[src/rtl/dummy_accelerator_arbiter.sv]
// ---------------------------------------------------------------------------------------------
// dummy_accelerator_arbiter
//
// Arbitrates two requesters onto a single accelerator issue port. Arbitration is round-robin.
// Requests are grouped by control mode. While ops of one mode are in flight, a request of a
// different mode first drains the accelerator and only then issues. Responses are steered back
// to the issuing requester using the requester id carried in the tag MSB. They are cross-checked
// against an in-order id FIFO.
//
// Ports
//   clk_i, rst_i                     clock, synchronous active-high reset
//   flush_i                          synchronous clear of all in-flight bookkeeping
//   reqN_valid_i / reqN_ready_o      issue handshake from requester N (N = 0, 1)
//   reqN_ctl_i/_rs1_i/_imm_i/_tag_i  request payload of requester N
//   acc_valid_o / acc_ready_i        issue handshake toward the accelerator
//   acc_ctl_o/_rs1_o/_imm_o/_tag_o   issued payload; acc_tag_o = {requester id, tag}
//   acc_valid_i / acc_ready_o        response handshake from the accelerator
//   acc_result_i, acc_tag_i          response payload; acc_tag_i MSB selects the requester
//   respN_valid_o / respN_ready_i    response handshake toward requester N
//   respN_result_o, respN_tag_o      response payload toward requester N
//   busy_o                           high whenever the FSM is not idle
//   drain_cnt_o                      cycles spent draining (only with DUMMY_ACC_ARB_PERF_EN)
//
// Configuration macro: DUMMY_ACC_ARB_PERF_EN enables the saturating drain-cycle counter.
// Without it, drain_cnt_o is tied to zero.
// ---------------------------------------------------------------------------------------------

package dummy_acc_arb_pkg;
    typedef enum logic [1:0] {
        CtlPipeline  = 2'd0,
        CtlIterative = 2'd1,
        CtlSingle    = 2'd2,
        CtlReserved  = 2'd3
    } ctl_type_t;
endpackage

module dummy_accelerator_arbiter
    import dummy_acc_arb_pkg::*;
#(
    parameter int unsigned WIDTH           = 32,
    parameter int unsigned IMM_WIDTH       = 11,
    parameter int unsigned TAG_WIDTH       = 5,
    // Power of two in 2..16 so that the FIFO pointers wrap naturally.
    parameter int unsigned MAX_OUTSTANDING = 4
) (
    input  logic                 clk_i,
    input  logic                 rst_i,
    input  logic                 flush_i,

    input  logic                 req0_valid_i,
    output logic                 req0_ready_o,
    input  ctl_type_t            req0_ctl_i,
    input  logic [WIDTH-1:0]     req0_rs1_i,
    input  logic [IMM_WIDTH-1:0] req0_imm_i,
    input  logic [TAG_WIDTH-1:0] req0_tag_i,

    input  logic                 req1_valid_i,
    output logic                 req1_ready_o,
    input  ctl_type_t            req1_ctl_i,
    input  logic [WIDTH-1:0]     req1_rs1_i,
    input  logic [IMM_WIDTH-1:0] req1_imm_i,
    input  logic [TAG_WIDTH-1:0] req1_tag_i,

    output logic                 acc_valid_o,
    input  logic                 acc_ready_i,
    output ctl_type_t            acc_ctl_o,
    output logic [WIDTH-1:0]     acc_rs1_o,
    output logic [IMM_WIDTH-1:0] acc_imm_o,
    output logic [TAG_WIDTH:0]   acc_tag_o,

    input  logic                 acc_valid_i,
    output logic                 acc_ready_o,
    input  logic [WIDTH-1:0]     acc_result_i,
    input  logic [TAG_WIDTH:0]   acc_tag_i,

    output logic                 resp0_valid_o,
    input  logic                 resp0_ready_i,
    output logic [WIDTH-1:0]     resp0_result_o,
    output logic [TAG_WIDTH-1:0] resp0_tag_o,

    output logic                 resp1_valid_o,
    input  logic                 resp1_ready_i,
    output logic [WIDTH-1:0]     resp1_result_o,
    output logic [TAG_WIDTH-1:0] resp1_tag_o,

    output logic                 busy_o,
    output logic [31:0]          drain_cnt_o
);

    localparam int unsigned PTR_W = $clog2(MAX_OUTSTANDING);
    localparam int unsigned CNT_W = PTR_W + 1;
    localparam logic [CNT_W-1:0] MAX_CNT = CNT_W'(MAX_OUTSTANDING);

    typedef enum logic [1:0] {
        StIdle  = 2'd0,
        StRun   = 2'd1,
        StDrain = 2'd2
    } state_t;

    // FSM and arbitration state
    state_t    state;
    ctl_type_t cur_ctl;
    ctl_type_t pending_ctl;
    logic      prio;
    logic      locked;
    logic      lock_gnt;
    logic      busy;

    // Requester-id FIFO
    logic [MAX_OUTSTANDING-1:0] id_fifo;
    logic [PTR_W-1:0]           wr_ptr;
    logic [PTR_W-1:0]           rd_ptr;
    logic [CNT_W-1:0]           count;

    // Combinational issue / response signals
    logic      gnt;
    logic      gnt_valid;
    ctl_type_t gnt_ctl;
    logic      issue_ok;
    logic      issue;
    logic      resp_id;
    logic      head_match;
    logic      deliver;
    logic      resp_ready_sel;
    logic      pop;

    // ------------------------------------------------------------------
    // Grant selection. A stalled grant is held so the payload cannot move.
    // ------------------------------------------------------------------
    always_comb begin
        gnt = prio;
        if (locked) begin
            gnt = lock_gnt;
        end else if (prio == 1'b0) begin
            gnt = (!req0_valid_i && req1_valid_i) ? 1'b1 : 1'b0;
        end else begin
            gnt = (!req1_valid_i && req0_valid_i) ? 1'b0 : 1'b1;
        end
    end

    assign gnt_valid = gnt ? req1_valid_i : req0_valid_i;
    assign gnt_ctl   = gnt ? req1_ctl_i   : req0_ctl_i;

    always_comb begin
        issue_ok = 1'b0;
        unique case (state)
            StIdle:  issue_ok = 1'b1;
            StRun:   issue_ok = (gnt_ctl == cur_ctl);
            default: issue_ok = 1'b0;
        endcase
    end

    assign acc_valid_o  = gnt_valid && issue_ok && (count < MAX_CNT) && !flush_i && !rst_i;
    assign issue        = acc_valid_o && acc_ready_i;
    assign req0_ready_o = issue && !gnt;
    assign req1_ready_o = issue && gnt;

    // Payload is zeroed whenever nothing is being offered.
    always_comb begin
        acc_ctl_o = CtlPipeline;
        acc_rs1_o = '0;
        acc_imm_o = '0;
        acc_tag_o = '0;
        if (acc_valid_o) begin
            acc_ctl_o = gnt_ctl;
            acc_rs1_o = gnt ? req1_rs1_i : req0_rs1_i;
            acc_imm_o = gnt ? req1_imm_i : req0_imm_i;
            acc_tag_o = {gnt, (gnt ? req1_tag_i : req0_tag_i)};
        end
    end

    // ------------------------------------------------------------------
    // Response routing. Responses not matching the FIFO head are accepted
    // and dropped without touching the bookkeeping.
    // ------------------------------------------------------------------
    assign resp_id        = acc_tag_i[TAG_WIDTH];
    assign head_match     = (count != '0) && (id_fifo[rd_ptr] == resp_id);
    assign deliver        = acc_valid_i && head_match && !flush_i && !rst_i;
    assign resp_ready_sel = resp_id ? resp1_ready_i : resp0_ready_i;
    assign acc_ready_o    = acc_valid_i && (!deliver || resp_ready_sel);
    assign pop            = deliver && resp_ready_sel;

    assign resp0_valid_o  = deliver && !resp_id;
    assign resp1_valid_o  = deliver && resp_id;
    assign resp0_result_o = resp0_valid_o ? acc_result_i : '0;
    assign resp1_result_o = resp1_valid_o ? acc_result_i : '0;
    assign resp0_tag_o    = resp0_valid_o ? acc_tag_i[TAG_WIDTH-1:0] : '0;
    assign resp1_tag_o    = resp1_valid_o ? acc_tag_i[TAG_WIDTH-1:0] : '0;

    // ------------------------------------------------------------------
    // Requester-id FIFO; count tracks occupancy (in-flight ops).
    // ------------------------------------------------------------------
    always_ff @(posedge clk_i) begin
        if (rst_i) begin
            id_fifo <= '0;
            wr_ptr  <= '0;
            rd_ptr  <= '0;
            count   <= '0;
        end else if (flush_i) begin
            wr_ptr  <= '0;
            rd_ptr  <= '0;
            count   <= '0;
        end else begin
            if (issue) begin
                id_fifo[wr_ptr] <= gnt;
                wr_ptr          <= wr_ptr + PTR_W'(1);
            end
            if (pop) begin
                rd_ptr <= rd_ptr + PTR_W'(1);
            end
            if (issue && !pop) begin
                count <= count + CNT_W'(1);
            end else if (pop && !issue) begin
                count <= count - CNT_W'(1);
            end
        end
    end

    // ------------------------------------------------------------------
    // Mode FSM, round-robin pointer and grant lock.
    // ------------------------------------------------------------------
    always_ff @(posedge clk_i) begin
        if (rst_i) begin
            state       <= StIdle;
            cur_ctl     <= CtlPipeline;
            pending_ctl <= CtlPipeline;
            prio        <= 1'b0;
            locked      <= 1'b0;
            lock_gnt    <= 1'b0;
            busy        <= 1'b0;
        end else if (flush_i) begin
            state  <= StIdle;
            prio   <= 1'b0;
            locked <= 1'b0;
            busy   <= 1'b0;
        end else begin
            if (issue) begin
                prio   <= ~gnt;
                locked <= 1'b0;
            end else if (acc_valid_o) begin
                locked   <= 1'b1;
                lock_gnt <= gnt;
            end

            unique case (state)
                StIdle: begin
                    if (issue) begin
                        cur_ctl <= gnt_ctl;
                        state   <= StRun;
                        busy    <= 1'b1;
                    end
                end
                StRun: begin
                    if (gnt_valid && (gnt_ctl != cur_ctl)) begin
                        // Mode change: hold the new mode until the accelerator is empty.
                        pending_ctl <= gnt_ctl;
                        state       <= StDrain;
                    end else if ((count == '0) && !req0_valid_i && !req1_valid_i) begin
                        state <= StIdle;
                        busy  <= 1'b0;
                    end
                end
                StDrain: begin
                    if (count == '0) begin
                        cur_ctl <= pending_ctl;
                        state   <= StRun;
                    end
                end
                default: begin
                    state <= StIdle;
                    busy  <= 1'b0;
                end
            endcase
        end
    end

    assign busy_o = busy;

`ifdef DUMMY_ACC_ARB_PERF_EN
    logic [31:0] drain_cnt;

    // Saturating; flush intentionally leaves it alone.
    always_ff @(posedge clk_i) begin
        if (rst_i) begin
            drain_cnt <= '0;
        end else if ((state == StDrain) && (drain_cnt != 32'hFFFF_FFFF)) begin
            drain_cnt <= drain_cnt + 32'd1;
        end
    end

    assign drain_cnt_o = drain_cnt;
`else
    assign drain_cnt_o = '0;
`endif

endmodule

[config.mk]
export PLATFORM = sky130hd
export DESIGN_NAME = dummy_accelerator_arbiter
export DESIGN_NICKNAME = d
export VERILOG_FILES = /design/src/rtl/dummy_accelerator_arbiter.sv
export SDC_FILE = /design/constraint.sdc
export NUM_CORES = 1
export LEC_CHECK = 0
export ABC_AREA = 1
export BUFFER_PORTS_ARGS = -buffer_cell sky130_fd_sc_hd__buf_4
export CORE_AREA = 2 2 121 123
export CTS_CLUSTER_DIAMETER = 80
export DETAILED_ROUTE_END_ITERATION = 10
export DIE_AREA = 0 0 123 125
export PLACE_DENSITY_LB_ADDON = 0.2
export SLEW_MARGIN = 20
export SYNTH_ARGS = -nofsm -noshare
export SYNTH_HDL_FRONTEND = slang
export SYNTH_SLANG_ARGS = --single-unit
[constraint.sdc]
create_clock -name clk_i -period 4.5 [get_ports clk_i]
set_clock_uncertainty 0.05 [all_clocks]
set_input_delay 0.9 -clock clk_i [delete_from_list [all_inputs] [get_ports clk_i]]
set_output_delay 0.9 -clock clk_i [all_outputs]
set_load 0.02 [all_outputs]
==> results.md, run 1 <==
- CP most frequent cell: nand2_1
- Via count: 3770
- Power Density: 135.9 nW/um2
- Max Root-Sink Buffers: 2
- Slew Limit Headroom: 0.5989
- H-tree levels: 1
- RSZ-0062 raised after global routing: no
- CP bufs+invs: 5
- Worst Path Required: 3.55 ns
- Critical path class: input port to primary output
- Synth Warn #: 0
- Non-filler instance count after layout: 942
- Num CTS Buffers: 3
- Post-DP HPWL: 9678 um
- Largest area contributor in the netlist: nand2_1
- Critical path capture point type: primary output
- Post-synthesis cell count: 496
- Leakage Power: 0.002788 uW
- Status: finished, final reports clean
- DR WL/cell: 12.21 um
- Post-synthesis register bit count: 21
- CP top delay family: buffers and inverters
- Post-route DRC: 0
- Synth cell count leaders: nand2_1, nor2_1, inv_1
- Core area: 14200 um2
- GRT Total Usage: 0.1382
- TritonCTS clock tree: yes
- Final period util: 0.8063
- Max Clk Rate: 275.6 MHz
- DRT antenna net count: 0
- Worst skew pair latency: 0.25 ns
- # placed instances: 938
- Share of layout cells above drive strength 1: 0.4090
- Fin. Hold Viols: 0
- Worst-path clk slew: 0.06 ns
- Root Buffer: clkbuf_16
- Overflow after GRT: 0
- Vias in the first global route: 3563
- Worst-margin pin slew: 0.6008 ns
- # diodes: 0
- Cell row count: 44
- Boundary pin count: 311
- Max-Cap Viols: 0
- Post-synthesis sequential area ratio: 0.1590
- Crit-path cells: buf_4 -> inv_2 -> nand2_1 -> nand2_2 -> nand2_4 -> nand2_4 -> nand2_1 -> nand3_1 -> nand2_1 -> nand2_1 -> nand2_2 -> nand3_2 -> buf_4 -> inv_1 -> buf_4
- Initial DRC count: 107
- Post-CTS setup buffer count: 0
- Initial Utilization: 0.1861
- Synthesized area per cell: 5.330 um2
- Library cells used by synthesis: 32
- Die ar.: 15380 um2
- Pin count of the biggest net entering global routing: 54
- Final #Nets: 912
- First-pass GRT wire length: 17400 um
- IO buf count: 278
- Drt pass-1 iters: 4
- # setup viols final: 0
- Worst hold path type: flip-flop to flip-flop
- Post-synth top area share: 0.1789
- Max VDD drop: 95.80 uV
- CTS Hold Bufs: 0
- Most numerous cell in the Yosys netlist: nand2_1
- Levels on crit path: 15
- Hold slack final: 0.4092 ns
- Final WL: 11500 um
- CTS resizes: 0
- Antenna violations before repair: 0
- Clk sinks: 21
- Synth area leaders: nand2_1, dfxtp_1, nor2_1
- CP max stage cell: buf_4
- Setup_tns: 0 ns
- CP Launch Type: input port
- GPL Wtd Cong: 0.7774
- Routed vias/inst: 4.002
- Area Overhead vs Synth: 83.39%
- Fraction of registers with async set/reset: 0
- Arrival time worst endpoint: 2.68 ns
- Hold Path Depth: 2
- Slew Limit Fails: 0
- Crit-path max cell delay: 0.46 ns
- Top_reg_cell synth: dfxtp_1
- Die width: 123 um
- Tmin final: 3.628 ns
- Synthesized area: 2644 um2
- FF-to-FF path depth: 12
- DIE HEIGHT: 125 um
- Post-synth EDFFs: 0
- Crit Path Max Fanout: 53
routing by layer:
layer	GRT usage	routed length, um	up-vias
li1	-	-	1974
met5	0	0	-
met3	0.03969	1383	8
met4	0.02273	138	0
met1	0.1496	4133	1582
met2	0.2649	5845	206
placed cells by master, fill, tap and decap left out, types with 2 or more instances in the layout:
cell type	instances
inv_2	3
nand3_1	16
ha_1	5
o21ai_1	2
nor2_2	2
clkbuf_16	3
a21oi_2	5
nand2_2	6
nand2_1	126
conb_1	32
a21oi_1	62
nor3_1	3
nor2_1	95
inv_1	64
dfxtp_1	21
buf_4	283
nand2_4	2
o21ai_0	15
final cells by class:
type / count / area, um2
fill: 1638 / 9355
timing repair buffer: 283 / 2125
multi-input combinational: 382 / 1738
sequential: 21 / 420.4
inverter: 68 / 255.2
tap: 184 / 230.2
clock buffer: 3 / 75.07
clock inverter: 1 / 5.005
tightest hold or removal path: stages, from the launching register on:
cell	delay [ns]
dfxtp_1	0.31
inv_1	0.05
a21oi_1	0.05
metrics by stage:
| step | total power (uW) | setup slack, ns | cell area (um2) | util |
|---|---|---|---|---|
| 4_1_cts | 667.0 | 0.8304 | 4848 | 0.3414 |
| 3_3_place_gp | 476.8 | 0.8228 | 4768 | 0.3357 |
| 5_1_grt | 703.6 | 0.6409 | 4848 | 0.3414 |
| 6_report | 658.8 | 0.8717 | 4848 | 0.3414 |
| 2_1_floorplan | 352.8 | 1.308 | 2760 | - |
| 3_5_place_dp | 476.8 | 0.8482 | 4768 | 0.3357 |
flip-flops by register name (all words and copies together) (netlist names):
name,flops
wr_ptr,2
pending_ctl,2
prio,1
state,2
id_fifo,4
cur_ctl,2
locked,1
lock_gnt,1
busy_o,1
rd_ptr,2
count,3
final timing paths:
check                     from     endpoint  slack [ns]
setup / recovery  req0_valid_i  acc_valid_o        0.87
hold / removal          busy_o       busy_o        0.41
setup reg to reg      count[0]     count[2]        1.66
hold reg to reg         busy_o       busy_o        0.41
power by group:
group          internal [uW]  leakage (uW)  total, uW  switching [uW]
Clock                    119     0.0000409        187            68.2
Sequential               189      0.000170        191            2.20
Combinational            131       0.00258        280             149
Total                    439       0.00279        659             219
cells by family (layout without fill, tap and decap cells):
group | after synthesis | count (layout) | synth area share
mux | 1 | 1 | 0.003786
xor+xnor | 1 | 1 | 0.003313
buf+inv | 124 | 355 | 0.2276
compound gates | 87 | 87 | 0.1756
fa+ha+maj | 6 | 6 | 0.03124
simple gates | 255 | 255 | 0.3980
flops | 21 | 21 | 0.1590
other cells | 1 | 32 | 0.001418
Note: power is estimated with default switching activity, not from simulation.
==> run 2: changes to the inputs <==
CORE_AREA = 2 2 122 124   (was 2 2 121 123)
DIE_AREA = 0 0 124 126   (was 0 0 123 125)
clock period = 3.8 ns   (was 4.5 ns; I/O delays follow)
==> run 2 against run 1 <==
  * Core utilization about the same
  * Setup slack got worse by 0.39 ns
  * Clock power increased by 20%
  * Global-route usage increased by 0.33 points
  * Die area rose by 1.6%
  * Count of clock-buffer cells in the layout is the same
  * Critical endpoint is now acc_rs1_o[14]
==> results.md, run 2 (synthesis gave the netlist of run 1 again) <==
- Status: finished, final reports clean
- Setup_tns: 0 ns
- Antenna violations before repair: 0
- Post-route DRC: 0
- Final #Nets: 914
- Routed vias/inst: 4.043
- Worst-margin pin slew: 0.6085 ns
- Slew Limit Fails: 0
- Share of layout cells above drive strength 1: 0.4105
- Initial DRC count: 114
- Max-Cap Viols: 0
- # diodes: 0
- Post-DP HPWL: 10330 um
- Arrival time worst endpoint: 2.50 ns
- Critical path class: input port to primary output
- Pin count of the biggest net entering global routing: 57
- Boundary pin count: 311
- Slew Limit Headroom: 0.5938
- Cell row count: 44
- Drt pass-1 iters: 4
- TritonCTS clock tree: yes
- RSZ-0062 raised after global routing: no
- Leakage Power: 0.002811 uW
- Die ar.: 15620 um2
- Clk sinks: 21
- Die width: 124 um
- Setup crit start: flush_i
- GRT Total Usage: 0.1415
- GPL Wtd Cong: 0.8200
- Vias in the first global route: 3342
- Post-CTS setup buffer count: 0
- CP max stage cell: nor3_1
- Max Clk Rate: 301.7 MHz
- Largest register FFs: 4
- Crit Path Max Fanout: 28
- DIE HEIGHT: 126 um
- CTS Hold Bufs: 0
- Area Overhead vs Synth: 84.90%
- FF-to-FF path depth: 17
- Crit-path max cell delay: 0.34 ns
- Worst skew pair latency: 0.26 ns
- Final WL: 12280 um
- Regs by FF count: id_fifo: 4 flops, count: 3 flops
- End point of the critical path: acc_rs1_o[14]
- CP Launch Type: input port
- CTS resizes: 0
- First-pass GRT wire length: 17400 um
- Max VDD drop: 118.9 uV
- Core area: 14310 um2
- Critical path capture point type: primary output
- Fin. Hold Viols: 0
- Crit-path cells: buf_4 -> nor2_4 -> inv_1 -> nor3_1 -> nand3_2 -> buf_12 -> buf_4 -> a21oi_1 -> buf_4
- Initial Utilization: 0.1847
- Levels on crit path: 9
- CP bufs+invs: 5
- Worst R2R Setup Slack: 1.13 ns
- Overflow after GRT: 0
- Commonest non-fill, non-tap cell in the layout: buf_4
- Via count: 3817
- Worst-path clk slew: 0.06 ns
- FF-to-FF End: count[2]
- IO buf count: 278
- Num CTS Buffers: 3
- Largest Register: id_fifo
- Root Buffer: clkbuf_16
- CP most frequent cell: buf_4
- # setup viols final: 0
- H-tree levels: 1
- DR WL/cell: 13.01 um
- Commonest cells after routing, fill and taps aside: buf_4, nand2_1, nor2_1
- CP top delay family: buffers and inverters
- Worst hold path type: flip-flop to flip-flop
- RR Startpoint: prio
- Power Density: 162.1 nW/um2
- Fin util: 0.3415
- Tmin final: 3.314 ns
- Max Root-Sink Buffers: 2
- Worst Path Required: 2.99 ns
- Final period util: 0.8721
- DRT antenna net count: 0
[run 2: changes by cell type in the layout (fill, tap and decap cells not counted)]
cell | before | now
buf_12 | 0 | 2
clkinv_1 | 1 | 0
inv_1 | 64 | 65
[run 2: report_power, final]
part,switching (uW),internal [uW],leakage (uW)
sequential,2.75,224,0.000170
combinational,180,161,0.00260
clock,83.6,141,0.0000409
total,267,526,0.00281
[run 2: final cells by class]
class | count | area, um2
clock buffer | 3 | 75.07
clock inverter | 1 | 5.005
fill | 1634 | 9425
inverter | 68 | 255.2
multi-input combinational | 382 | 1738
sequential | 21 | 420.4
tap | 184 | 230.2
timing repair buffer | 285 | 2165
[run 2: worst min-delay path by stage]
stage	from	to	depth (start not counted)
3_5_place_dp	busy_o	busy_o	2
4_1_cts	busy_o	busy_o	2
5_1_grt	busy_o	busy_o	2
3_3_place_gp	busy_o	busy_o	2
2_1_floorplan	id_fifo[1]	id_fifo[1]	2
6_report	busy_o	busy_o	2
[run 2: worst min-delay path: cells and delay by family, from the launching register on]
family                 cells  cell delay [ns]
flip-flops                 1             0.32
AO/OA/AOI/OAI              1             0.05
buffers and inverters      1             0.05
[run 2: routing by layer]
metal / global-route usage / part of all wire / vias up
met5: 0 / 0 / -
met3: 0.03804 / 0.11 / 7
met2: 0.2776 / 0.53 / 208
met4: 0.01586 / 0.0062 / 0
li1: - / - / 1981
met1: 0.1526 / 0.36 / 1621
[run 2: metrics by stage]
stage / hold slack, ns / power, uW / area, um2 / setup WS (ns) / cells
floorplan: 0.3963 / 417.8 / 2760 / 0.8803 / 527
global placement: 0.4151 / 574.1 / 4808 / 0.4729 / 940
detailed placement: 0.4233 / 573.2 / 4808 / 0.3805 / 940
CTS: 0.4327 / 799.9 / 4888 / 0.4707 / 944
global route: 0.4428 / 842.4 / 4888 / 0.3053 / 944
finish: 0.4205 / 792.2 / 4888 / 0.4859 / 944
==> run 3: changes to the inputs <==
ABC_AREA = not set   (was 1)
CORE_AREA = 2 2 120 122   (was 2 2 122 124)
DIE_AREA = 0 0 122 124   (was 0 0 124 126)
GPL_TIMING_DRIVEN = 0   (was not set)
==> run 3 against run 2 <==
  * Cell area increased by 9.9%
  * Sequential share of layout area decreased by 0.78 points
  * Highest routed layer unchanged
  * Die area decreased by 3.2%
  * Final cell count decreased by 2.6%
  * Total power increased by 9.2%
  * First-iteration DRC count decreased by 45%
  * Critical endpoint is now acc_ready_o
==> results.md, run 3 <==
- Status: finished, final reports clean
- Critical path capture point type: primary output
- IO buf count: 278
- Crit-path max cell delay: 0.35 ns
- Max VDD drop: 155.0 uV
- Arrival time worst endpoint: 2.73 ns
- Fraction of registers with async set/reset: 0
- Wl on met1: 4213 um
- Commonest non-fill, non-tap cell in the layout: buf_4
- H-tree levels: 1
- Fin. Hold Viols: 0
- Synth cell count leaders: nand2_1, and2_1, a21oi_1
- Post-synth top area share: 0.1659
- First-pass GRT wire length: 18200 um
- DIE HEIGHT: 124 um
- CP most frequent cell: buf_4
- Post-synth EDFFs: 0
- Overflow after GRT: 0
- Pin count of the biggest net entering global routing: 13
- Max-Cap Viols: 0
- CP bufs+invs: 4
- # diodes: 0
- Slew Limit Fails: 0
- Met2 wire length: 6987 um
- Initial Utilization: 0.2088
- CTS Hold Bufs: 0
- Setup_tns: 0 ns
- Post-DP HPWL: 10870 um
- Worst-path clk slew: 0.06 ns
- Routed vias/inst: 4.224
- Hold slack final: 0.4417 ns
- Root Buffer: clkbuf_16
- DRT antenna net count: 0
- CP max stage cell: clkbuf_2
- Core area: 13720 um2
- Synthesized area: 2865 um2
- Antenna violations before repair: 0
- Regs by FF count: id_fifo: 4 flops, count: 3 flops
- Die ar.: 15130 um2
- Final period util: 0.9328
- Post-synthesis sequential area ratio: 0.1467
- Via count: 3882
- Synth Warn #: 0
- Most numerous cell in the Yosys netlist: nand2_1
- DR WL/cell: 13.70 um
- Die width: 122 um
- Max Root-Sink Buffers: 2
- Commonest cells after routing, fill and taps aside: buf_4, nand2_1, and2_1
- Tmin final: 3.545 ns
- RSZ-0062 raised after global routing: no
- Area Overhead vs Synth: 87.51%
- Power Density: 161.1 nW/um2
- Max layer used: met4
- Crit-path cells: buf_4 -> or2_1 -> buf_2 -> nor3b_1 -> nor3b_2 -> clkbuf_2 -> o21ai_0 -> and2_1 -> buf_4
- Boundary pin count: 311
- Num CTS Buffers: 3
- Post-synthesis cell count: 427
- Critical path class: input port to primary output
- GRT Total Usage: 0.1494
- Synth area leaders: and2_1, dfxtp_1, nand2_1
- Clk sinks: 21
- Max Clk Rate: 282.1 MHz
- # placed instances: 916
- Largest area contributor in the netlist: and2_1
- Non-filler instance count after layout: 919
- CP top delay family: simple AND/OR/NAND/NOR gates
- CP Launch Type: input port
- Worst Path Required: 2.99 ns
- Drt pass-1 iters: 4
- Synthesized area per cell: 6.710 um2
- Worst skew pair latency: 0.25 ns
- Largest register FFs: 4
- Post-route DRC: 0
- Post-synthesis register bit count: 21
- GPL Wtd Cong: 0.8450
- Worst hold path type: flip-flop to flip-flop
- Library cells used by synthesis: 57
- WL met3: 1199 um
- Crit Path Max Fanout: 19
- TritonCTS clock tree: yes
- Share of layout cells above drive strength 1: 0.4736
- Top_reg_cell synth: dfxtp_1
- Vias in the first global route: 3664
- Fin util: 0.3916
- Leakage Power: 0.002798 uW
- Largest Register: id_fifo
- Final WL: 12590 um
- Cell row count: 43
- Initial DRC count: 63
- # setup viols final: 0
- Final #Nets: 893
-- run 3: changes by cell type after synthesis, moves of 4 or more --
cell | before | now
a21oi_1 | 62 | 56
nand2_2 | 6 | 0
o21ai_0 | 15 | 8
a311oi_1 | 0 | 4
clkbuf_1 | 10 | 19
nor2_1 | 95 | 13
buf_1 | 6 | 0
and2_1 | 0 | 76
nand3_1 | 16 | 4
nand2_1 | 126 | 100
inv_1 | 65 | 6
a31oi_1 | 0 | 5
-- run 3: layout make-up --
cell class	instances	area [um2]
inverter	7	26.28
sequential	21	420.4
buffer	62	402.9
clock inverter	1	5.005
timing repair buffer	278	2087
fill	1463	8347
tap	180	225.2
clock buffer	3	75.07
multi-input combinational	367	2131
-- run 3: timing repair --
action                                  in CTS  in global routing
resized for setup                            0                  4
setup buffers                                0                  0
endpoints found under the setup margin       0                 20
-- run 3: report_power, final --
part           total (uW)  switching (uW)  internal (uW)
logic                 415             206            209
clock network         223            82.1            141
registers             227            3.58            224
-- run 3: layer usage --
| layer | up-vias | track usage |
|---|---|---|
| li1 | 1979 | - |
| met4 | 0 | 0.03305 |
| met2 | 197 | 0.3041 |
| met5 | - | 0 |
| met1 | 1696 | 0.1508 |
| met3 | 10 | 0.03800 |
-- run 3: logic make-up after synthesis --
logic type / after synthesis / share of synthesized area
compound gates: 96 / 0.2148
xor+xnor: 6 / 0.03144
fa+ha+maj: 6 / 0.02882
buf+inv: 70 / 0.1502
flops: 21 / 0.1467
mux: 8 / 0.03668
other cells: 1 / 0.001309
simple gates: 219 / 0.3900
-- run 3: worst paths after layout --
kind | from | end | slack [ns] | depth (start not counted)
max | flush_i | acc_ready_o | 0.26 | 9
min | pending_ctl[1] | pending_ctl[1] | 0.44 | 2
max reg2reg | locked | count[2] | 0.61 | 13
min reg2reg | pending_ctl[1] | pending_ctl[1] | 0.44 | 2
-- run 3: worst reg2reg max path, delay by kind of cell, from the launching register on --
kind,cells,cell delay (ns)
simple gates,3,1.01
xor+xnor,2,0.32
buf+inv,2,0.23
compound gates,4,0.58
fa+ha+maj,2,0.61
flops,1,0.32
-- run 3: stage by stage --
step                total power [uW]  instance area, um2  setup slack, ns
CTS                            874.1                5374          0.01621
global route                   920.5                5373          0.02954
global placement               643.5                5294          0.08497
detailed placement             648.1                5294          0.03234
finish                         865.4                5373           0.2554
floorplan                      450.7                2982           0.5304
